File: config.mk
export PLATFORM = sky130hd
export DESIGN_NAME = ahb3lite_req2ahb
export DESIGN_NICKNAME = d
export VERILOG_FILES = /design/src/rtl/ahb3lite_pkg.sv /design/src/rtl/ahb3lite_req2ahb.sv
export SDC_FILE = /design/constraint.sdc
export NUM_CORES = 1
export LEC_CHECK = 0
export ABC_AREA = 1
export BUFFER_PORTS_ARGS = -buffer_cell sky130_fd_sc_hd__buf_2
export CORE_MARGIN = 3
export CORE_UTILIZATION = 48
export DETAILED_ROUTE_END_ITERATION = 10
export PLACE_DENSITY = 0.79
export SETUP_SLACK_MARGIN = 0.15
export SYNTH_ARGS = -nofsm -noshare
export SYNTH_HDL_FRONTEND = slang
export SYNTH_SLANG_ARGS = --single-unit
File: constraint.sdc
create_clock -name HCLK -period 1.9 [get_ports HCLK]
set_clock_uncertainty 0.15 [all_clocks]
set_input_delay 0.095 -clock HCLK [delete_from_list [all_inputs] [get_ports HCLK]]
set_output_delay 0.095 -clock HCLK [all_outputs]
set_load 0.03 [all_outputs]
File: src/rtl/ahb3lite_pkg.sv
// AHB3-Lite encodings shared by masters, slaves and the request bridge.
package ahb3lite_pkg;

    localparam int unsigned HTRANS_W = 2;
    localparam int unsigned HSIZE_W  = 3;
    localparam int unsigned HBURST_W = 3;
    localparam int unsigned HPROT_W  = 4;

    localparam logic [HTRANS_W-1:0] HTRANS_IDLE   = 2'b00;
    localparam logic [HTRANS_W-1:0] HTRANS_BUSY   = 2'b01;
    localparam logic [HTRANS_W-1:0] HTRANS_NONSEQ = 2'b10;
    localparam logic [HTRANS_W-1:0] HTRANS_SEQ    = 2'b11;

    localparam logic [HSIZE_W-1:0] HSIZE_BYTE  = 3'b000;
    localparam logic [HSIZE_W-1:0] HSIZE_HWORD = 3'b001;
    localparam logic [HSIZE_W-1:0] HSIZE_WORD  = 3'b010;
    localparam logic [HSIZE_W-1:0] HSIZE_DWORD = 3'b011;
    localparam logic [HSIZE_W-1:0] HSIZE_B128  = 3'b100;
    localparam logic [HSIZE_W-1:0] HSIZE_B256  = 3'b101;
    localparam logic [HSIZE_W-1:0] HSIZE_B512  = 3'b110;
    localparam logic [HSIZE_W-1:0] HSIZE_B1024 = 3'b111;

    localparam logic HRESP_OKAY  = 1'b0;
    localparam logic HRESP_ERROR = 1'b1;

    localparam logic [HBURST_W-1:0] HBURST_SINGLE = 3'b000;

endpackage

File: src/rtl/ahb3lite_req2ahb.sv
// Request-stream to AHB3-Lite master bridge: one SINGLE transfer per request,
// address phase of the next transfer overlapped with the current data phase,
// in-order responses, two-cycle ERROR handling and local misalignment errors.
//
// Ports:
//   HRESETn, HCLK         async active-low reset, rising-edge clock
//   req_*                 valid/ready request stream (req_ready_o is combinational)
//   rsp_*                 one-cycle response strobe with read data and error flag
//   H*                    AHB3-Lite master interface
module ahb3lite_req2ahb
    import ahb3lite_pkg::*;
#(
    parameter int unsigned HADDR_SIZE = 32,
    parameter int unsigned HDATA_SIZE = 32,
    parameter logic [3:0]  HPROT_VAL  = 4'b0011
) (
    input  logic                  HRESETn,
    input  logic                  HCLK,

    input  logic                  req_valid_i,
    output logic                  req_ready_o,
    input  logic                  req_write_i,
    input  logic [HADDR_SIZE-1:0] req_addr_i,
    input  logic [2:0]            req_size_i,
    input  logic [HDATA_SIZE-1:0] req_wdata_i,

    output logic                  rsp_valid_o,
    output logic [HDATA_SIZE-1:0] rsp_rdata_o,
    output logic                  rsp_err_o,

    output logic [HADDR_SIZE-1:0] HADDR,
    output logic [HDATA_SIZE-1:0] HWDATA,
    output logic                  HWRITE,
    output logic [2:0]            HSIZE,
    output logic [2:0]            HBURST,
    output logic [3:0]            HPROT,
    output logic [1:0]            HTRANS,
    output logic                  HMASTLOCK,

    input  logic [HDATA_SIZE-1:0] HRDATA,
    input  logic                  HREADY,
    input  logic                  HRESP
);

    // Address not aligned to the transfer size, or transfer wider than the bus.
    function automatic logic misaligned(input logic [HADDR_SIZE-1:0] addr,
                                        input logic [2:0]            size);
        logic [HADDR_SIZE-1:0] mask;
        logic [31:0]           bits;
        mask = HADDR_SIZE'((32'd1 << size) - 32'd1);
        bits = 32'd8 << size;
        return ((addr & mask) != '0) || (bits > 32'(HDATA_SIZE));
    endfunction

    // Address-phase stage
    logic                  aph_valid, aph_valid_nxt;
    logic [HADDR_SIZE-1:0] aph_addr,  aph_addr_nxt;
    logic                  aph_write, aph_write_nxt;
    logic [2:0]            aph_size,  aph_size_nxt;
    logic [HDATA_SIZE-1:0] aph_wdata, aph_wdata_nxt;
    logic                  aph_mis,   aph_mis_nxt;

    // Data-phase stage
    logic                  dph_valid, dph_valid_nxt;
    logic                  dph_write, dph_write_nxt;
    logic [HDATA_SIZE-1:0] dph_wdata, dph_wdata_nxt;
    logic                  dph_mis,   dph_mis_nxt;

    // Second cycle of an ERROR response suppresses the pending address phase
    logic                  idle_ovr,  idle_ovr_nxt;

    logic [1:0]            htrans,    htrans_nxt;
    logic                  rsp_valid, rsp_valid_nxt;
    logic                  rsp_err,   rsp_err_nxt;
    logic [HDATA_SIZE-1:0] rsp_rdata, rsp_rdata_nxt;

    logic addr_adv_c;
    logic accept_c;
    logic dph_done_c;

    assign req_ready_o = ~aph_valid | (HREADY & ~idle_ovr);

    assign addr_adv_c  = aph_valid & HREADY & ~idle_ovr;
    assign accept_c    = req_valid_i & req_ready_o;
    assign dph_done_c  = dph_valid & HREADY;

    // Next-state for both pipeline stages, the error override and the response
    always_comb begin
        aph_valid_nxt = aph_valid;
        aph_addr_nxt  = aph_addr;
        aph_write_nxt = aph_write;
        aph_size_nxt  = aph_size;
        aph_wdata_nxt = aph_wdata;
        aph_mis_nxt   = aph_mis;
        dph_valid_nxt = dph_valid;
        dph_write_nxt = dph_write;
        dph_wdata_nxt = dph_wdata;
        dph_mis_nxt   = dph_mis;
        idle_ovr_nxt  = idle_ovr;
        rsp_valid_nxt = 1'b0;
        rsp_err_nxt   = 1'b0;
        rsp_rdata_nxt = rsp_rdata;
        htrans_nxt    = HTRANS_IDLE;

        // Misaligned entries travel through dph as well so responses stay ordered
        if (addr_adv_c) begin
            dph_valid_nxt = 1'b1;
            dph_write_nxt = aph_write;
            dph_wdata_nxt = aph_wdata;
            dph_mis_nxt   = aph_mis;
        end else if (HREADY) begin
            dph_valid_nxt = 1'b0;
        end

        // A new request may refill aph in the same cycle it advances
        if (accept_c) begin
            aph_valid_nxt = 1'b1;
            aph_addr_nxt  = req_addr_i;
            aph_write_nxt = req_write_i;
            aph_size_nxt  = req_size_i;
            aph_wdata_nxt = req_wdata_i;
            aph_mis_nxt   = misaligned(req_addr_i, req_size_i);
        end else if (addr_adv_c) begin
            aph_valid_nxt = 1'b0;
        end

        if (dph_done_c) begin
            rsp_valid_nxt = 1'b1;
            rsp_err_nxt   = dph_mis | (HRESP == HRESP_ERROR);
            if (!dph_write) begin
                rsp_rdata_nxt = HRDATA;
            end
        end

        // Only the first (HREADY=0) ERROR cycle arms the override
        if (HREADY) begin
            idle_ovr_nxt = 1'b0;
        end else if (dph_valid && (HRESP == HRESP_ERROR)) begin
            idle_ovr_nxt = 1'b1;
        end

        if (aph_valid_nxt && !aph_mis_nxt && !idle_ovr_nxt) begin
            htrans_nxt = HTRANS_NONSEQ;
        end
    end

    // Pipeline and response registers
    always_ff @(posedge HCLK or negedge HRESETn) begin
        if (!HRESETn) begin
            aph_valid <= 1'b0;
            aph_addr  <= '0;
            aph_write <= 1'b0;
            aph_size  <= 3'd0;
            aph_wdata <= '0;
            aph_mis   <= 1'b0;
            dph_valid <= 1'b0;
            dph_write <= 1'b0;
            dph_wdata <= '0;
            dph_mis   <= 1'b0;
            idle_ovr  <= 1'b0;
            htrans    <= HTRANS_IDLE;
            rsp_valid <= 1'b0;
            rsp_err   <= 1'b0;
            rsp_rdata <= '0;
        end else begin
            aph_valid <= aph_valid_nxt;
            aph_addr  <= aph_addr_nxt;
            aph_write <= aph_write_nxt;
            aph_size  <= aph_size_nxt;
            aph_wdata <= aph_wdata_nxt;
            aph_mis   <= aph_mis_nxt;
            dph_valid <= dph_valid_nxt;
            dph_write <= dph_write_nxt;
            dph_wdata <= dph_wdata_nxt;
            dph_mis   <= dph_mis_nxt;
            idle_ovr  <= idle_ovr_nxt;
            htrans    <= htrans_nxt;
            rsp_valid <= rsp_valid_nxt;
            rsp_err   <= rsp_err_nxt;
            rsp_rdata <= rsp_rdata_nxt;
        end
    end

    assign HADDR       = aph_addr;
    assign HWRITE      = aph_write;
    assign HSIZE       = aph_size;
    assign HTRANS      = htrans;
    assign HWDATA      = dph_wdata;
    assign HBURST      = HBURST_SINGLE;
    assign HPROT       = HPROT_VAL;
    assign HMASTLOCK   = 1'b0;

    assign rsp_valid_o = rsp_valid;
    assign rsp_err_o   = rsp_err;
    assign rsp_rdata_o = rsp_rdata;

endmodule

# Word-level counts from Yosys, hierarchy flattened

Cells that the tools add are included.

Output and inout bits: 113
Register bits after elaboration: 142
Logic and storage cells: 49

Bitwise gates (word level): 11
$lt $le $gt $ge: 1
$add $sub $neg: 1
Shift-type cells: 2
Reduce and logical (&&, ||, !) cells: 9
Mux-type cells: 10

Operators by type and width:

| kind                                                                  | number |
|---|---|
| 32-bit AND                                                            | 1 |
| 32-bit by 6-bit > comparator with 1-bit output, second input constant | 1 |
| 32-bit nonzero test                                                   | 1 |
| 1-bit by 3-bit << shifter with 32-bit output, first input constant    | 1 |
| 4-bit by 3-bit << shifter with 32-bit output, first input constant    | 1 |
| 32-bit by 1-bit subtractor with 32-bit output, second input constant  | 1 |
| 1-bit 2-to-1 mux                                                      | 9 |
| 1-bit AND                                                             | 5 |
| 1-bit logical AND                                                     | 3 |
| 1-bit inverter                                                        | 3 |
| 1-bit logical NOT                                                     | 2 |
| 2-bit 2-to-1 mux                                                      | 1 |
| 1-bit OR                                                              | 2 |
| 2-bit AND reduction                                                   | 1 |
| 2-bit nonzero test                                                    | 1 |
| 1-bit logical OR                                                      | 1 |

# Depth between registers and ports, before layout

Word-level depth: 10
Gate-level depth with buffers: 13
Gate-level depth less buffers: 12

# Least setup slack after synthesis

OpenSTA, ideal clock, no wires.

Path type: input port to flip-flop
Start: in req_size_i[1]
End: reg htrans[1] (netlist: HTRANS[1])
Setup time: 0.073 ns
Path buffers: 1
Slack: 0.311 ns
Cell stages on the path: 13
Arrival time: 1.366 ns
Path through: clkbuf_1 > nand2_1 > nor2_1 > inv_1 > ha_1 > inv_1 > nand2_1 > nand3_1 > nor2_1 > nand2_1 > nor2_1 > nand2_1 > a21oi_2

Cells in the longest elaborated chain, start to end: 10

RTL lines:

| item                                          | line                    | text |
|---|---|---|
| start, declared                               | ahb3lite_req2ahb.sv:24  | `input logic [2:0] req_size_i,` |
| 1-bit by 3-bit << shifter with 32-bit output  | ahb3lite_req2ahb.sv:50  | `mask = HADDR_SIZE'((32'd1 << size) - 32'd1);` |
| 32-bit by 1-bit subtractor with 32-bit output | ahb3lite_req2ahb.sv:50  |  |
| 32-bit AND                                    | ahb3lite_req2ahb.sv:52  | `return ((addr & mask) != '0) \|\| (bits > 32'(HDATA_SIZE));` |
| 32-bit nonzero test                           | ahb3lite_req2ahb.sv:52  |  |
| 1-bit logical OR (*)                          | ahb3lite_req2ahb.sv:52  |  |
| 1-bit 2-to-1 mux (*)                          | ahb3lite_req2ahb.sv:116 | `if (accept_c) begin` |
| 1-bit logical NOT (*)                         | ahb3lite_req2ahb.sv:142 | `if (aph_valid_nxt && !aph_mis_nxt && !idle_ovr_nxt) begin` |
| 1-bit logical AND (*) (2 in a row)            | ahb3lite_req2ahb.sv:142 |  |
| 2-bit 2-to-1 mux (*)                          | ahb3lite_req2ahb.sv:142 |  |
| via htrans_nxt[1]                             | ahb3lite_req2ahb.sv:72  | `logic [1:0] htrans, htrans_nxt;` |
| end signal, assigned                          | ahb3lite_req2ahb.sv:177 | `htrans <= htrans_nxt;` |
| end, declared                                 | ahb3lite_req2ahb.sv:72  |  |

The timed path passes the listed nets; every way through them passes the cells marked *.
A chain may end at the register's enable or synchronous reset.

# Worst setup path in the final report

Start: reg idle_ovr
End: reg aph_wdata[5]

Cells in the longest elaborated chain, start to end: 4

RTL lines:

| item                   | line                    | text |
|---|---|---|
| start, declared        | ahb3lite_req2ahb.sv:70  | `logic idle_ovr, idle_ovr_nxt;` |
| start signal, assigned | ahb3lite_req2ahb.sv:176 | `idle_ovr <= idle_ovr_nxt;` |
| 1-bit inverter         | ahb3lite_req2ahb.sv:81  | `assign req_ready_o = ~aph_valid \| (HREADY & ~idle_ovr);` |
| 1-bit AND              | ahb3lite_req2ahb.sv:81  |  |
| 1-bit OR               | ahb3lite_req2ahb.sv:81  |  |
| 1-bit AND              | ahb3lite_req2ahb.sv:84  | `assign accept_c = req_valid_i & req_ready_o;` |
| end signal, assigned   | ahb3lite_req2ahb.sv:170 | `aph_wdata <= aph_wdata_nxt;` |
| end, declared          | ahb3lite_req2ahb.sv:60  | `logic [HDATA_SIZE-1:0] aph_wdata, aph_wdata_nxt;` |

No other way between the ends.

==> results.txt <==
Final period util = 85.3%
Area leader, netlist = dfrtp_1
Fin Setup TNS = 0 ns
Worst Tran Pin Value = 0.517 ns
WL per Instance = 15.7 µm
# nets final = 926
Core box area = 11000 µm²
Largest net degree at the start of global routing = 55
Fin crit period = 1.62 ns
Initial antenna violation count = 0
Worst setup EP type = register
Overall Power = 11.8 mW
Final Slew Violations = 0
Hold crit path type = input pin to asynchronous set/reset pin
Max-cap violations = 0
Inserted Diodes = 0
Worst setup margin = 0.279 ns
Register bit total from synthesis = 141
Cell with the most instances on the worst path = buf_12
Starting density of the core = 50.0%
Net Sw Power = 4.31 mW
Max_slew headroom = 65.5%
Seq pwr share = 37.2%
Synth Cell Area = 5520 µm²
Post-DP HPWL = 9.23 mm
Via/cell ratio = 4.87
Crit-path max FO = 40
Die area = 12800 µm²
Setup Viol. Count Final = 0
Most common cell after layout, fill and taps aside = buf_2
Num rows = 38
Internal power = 7.47 mW
Sw Ratio = 36.6%
Vias in the first global route = 5131
DP Worst Slack = 0.214 ns
Crit Path Category = register to register
Power Density = 1400 nW/µm²
Chip Width = 113 µm
Register area share after synthesis = 63.9%
CP max stage delay = 0.36 ns
GR Util All Layers = 24.7%
Synth cell types = 20
Maximum vdd drop = 1.35 mV
Placer Congestion = 0.835
Antenna viol nets, final = 0
Synthesized area per cell = 11.0 µm²
Drt first pass iters = 4
Arrival time worst endpoint = 1.75 ns
Fmax = 617 MHz
Critical path required time = 2.03 ns
First-pass GRT wire length = 24.9 mm
Vias = 4725
Clock network fraction of design power = 28.1%
Synthesis-to-layout area growth = 52.9%
Gate power share = 34.7%
CTS Sinks = 141
CP startpoint kind = register
Synthesis warning total = 0
Cells after synthesis = 500
Clock Tree Buf Depth = 2
Status = complete, no violations
Crit path max-delay cell type = dfrtp_1
Insertion delay to the later sink of the worst-skew pair = 0.41 ns
Clock root cell = clkbuf_16
Synth top area share = 63.9%
DR DRC count = 0
I/O pin cnt = 218
GRT overflow = 0
Commonest non-fill, non-tap cells in the layout = 207 x buf_2, 141 x dfrtp_1, 105 x dlygate4sd3_1
Die height = 113 µm
Worst hold slack = 0.0666 ns
RSZ-0062 raised after global routing = no
TritonCTS Buffers = 17
# Post-CTS Setup Buffers = 0
CTS tree = yes
H-tree lvl count = 4
Leak Pwr = 4.34 nW
Cells along the critical path = inv_1, nand2_1, nand2_2, nand2_8, buf_12, buf_12, nor2_1, a21oi_1
Largest cells by area after synthesis = dfrtp_1 64%, mux2_2 11%, nand2_1 4.4%
Total wire length = 15.3 mm
Clk slew on worst S/H paths = 0.06 ns
1st-iter DRT viols = 335
Share of layout cells above drive strength 1 = 37.4%
Fin. Hold Viols = 0
IO Port Bufs = 208
[critical path: cells and delay by family (launching register included)]
| kind | cells | cell delay, ns |
|---|---|---|
| buffers and inverters | 3 | 0.45 |
| DFF | 1 | 0.36 |
| and+or+nand+nor | 4 | 0.46 |
| AOI/OAI and AO/OA | 1 | 0.05 |
[sequential cells by signal (all words and copies together), names as in the netlist, 3 cells and up]
| register | cells |
|---|---|
| HADDR | 32 |
| HSIZE | 3 |
| HWDATA | 32 |
| aph_wdata | 32 |
| rsp_rdata_o | 32 |
[path summary, 6_finish.rpt]
path,startpoint,end,slack [ns],cells past startpoint
min in group HCLK,req_size_i[2],HTRANS[1],0.12,7
setup reg to reg,idle_ovr,aph_wdata[5],0.28,8
max in group asynchronous,HRESETn,aph_wdata[18],0.92,3
hold / removal,HRESETn,aph_wdata[13],0.07,2
setup / recovery,idle_ovr,aph_wdata[5],0.28,8
hold reg to reg,HADDR[22],HADDR[22],0.33,2
[routing by layer]
metal  wire length [µm]  part of all wire (%)  GRT usage (%)  vias up
li1                   -                     -              -     2227
met1               5540                    36           26.0     2243
met2               8210                    54           45.8      219
met3               1150                   7.6           7.22       36
met4                369                   2.4           10.4        0
met5                  0                     0              0        -
[through the flow]
stage | util, % | cell area (µm²) | std cells
after floorplan | - | 5550 | 507
after global placement | 61.3 | 6760 | 834
after detailed placement | 61.3 | 6760 | 834
after CTS | 76.3 | 8410 | 970
after global routing | 76.5 | 8440 | 971
final | 76.5 | 8440 | 971
[cells by family (layout without fill, tap and decap cells)]
logic type / Yosys count / in the layout / share of synthesized area, %
mux: 58 / 58 / 11.8
flops: 141 / 141 / 63.9
simple gates: 129 / 129 / 9.18
other cells: 2 / 9 / 0.136
compound gates: 82 / 82 / 7.55
fa+ha+maj: 2 / 2 / 0.453
buf+inv: 86 / 410 / 6.94
[synthesized netlist by cell type (all sizes together)]
library cell	instances
nor2	52
inv	54
clkbuf	7
nand3	8
mux2	58
nand4	1
nand2	68
ha	2
conb	2
dfrtp	141
o21ai	45
a21boi	1
buf	25
a21oi	36
[power by group through the flow]
stage / combinational [mW] / clock, mW / sequential, mW
floorplan: 1.05 / 0 / 5.90
global placement: 3.78 / 0 / 4.34
detailed placement: 3.87 / 0 / 4.40
CTS: 4.06 / 3.38 / 4.36
global route: 4.36 / 3.53 / 4.49
finish: 4.08 / 3.32 / 4.38
[final cells by class]
class	instances	area [µm²]
Inverter	54	203
Clock inverter	5	77.6
Timing Repair Buffer	325	2270
Multi-Input combinational cell	280	1660
Fill cell	701	2590
Clock buffer	26	529
Sequential cell	141	3530
Tap cell	140	175
[timing repair]
item                       CTS  global route
hold buffers               105             1
hold endpoints to repair   248             6
resized for setup            0             4
setup endpoints to repair    0            10
No activity file was read; power rests on OpenSTA's default activity.
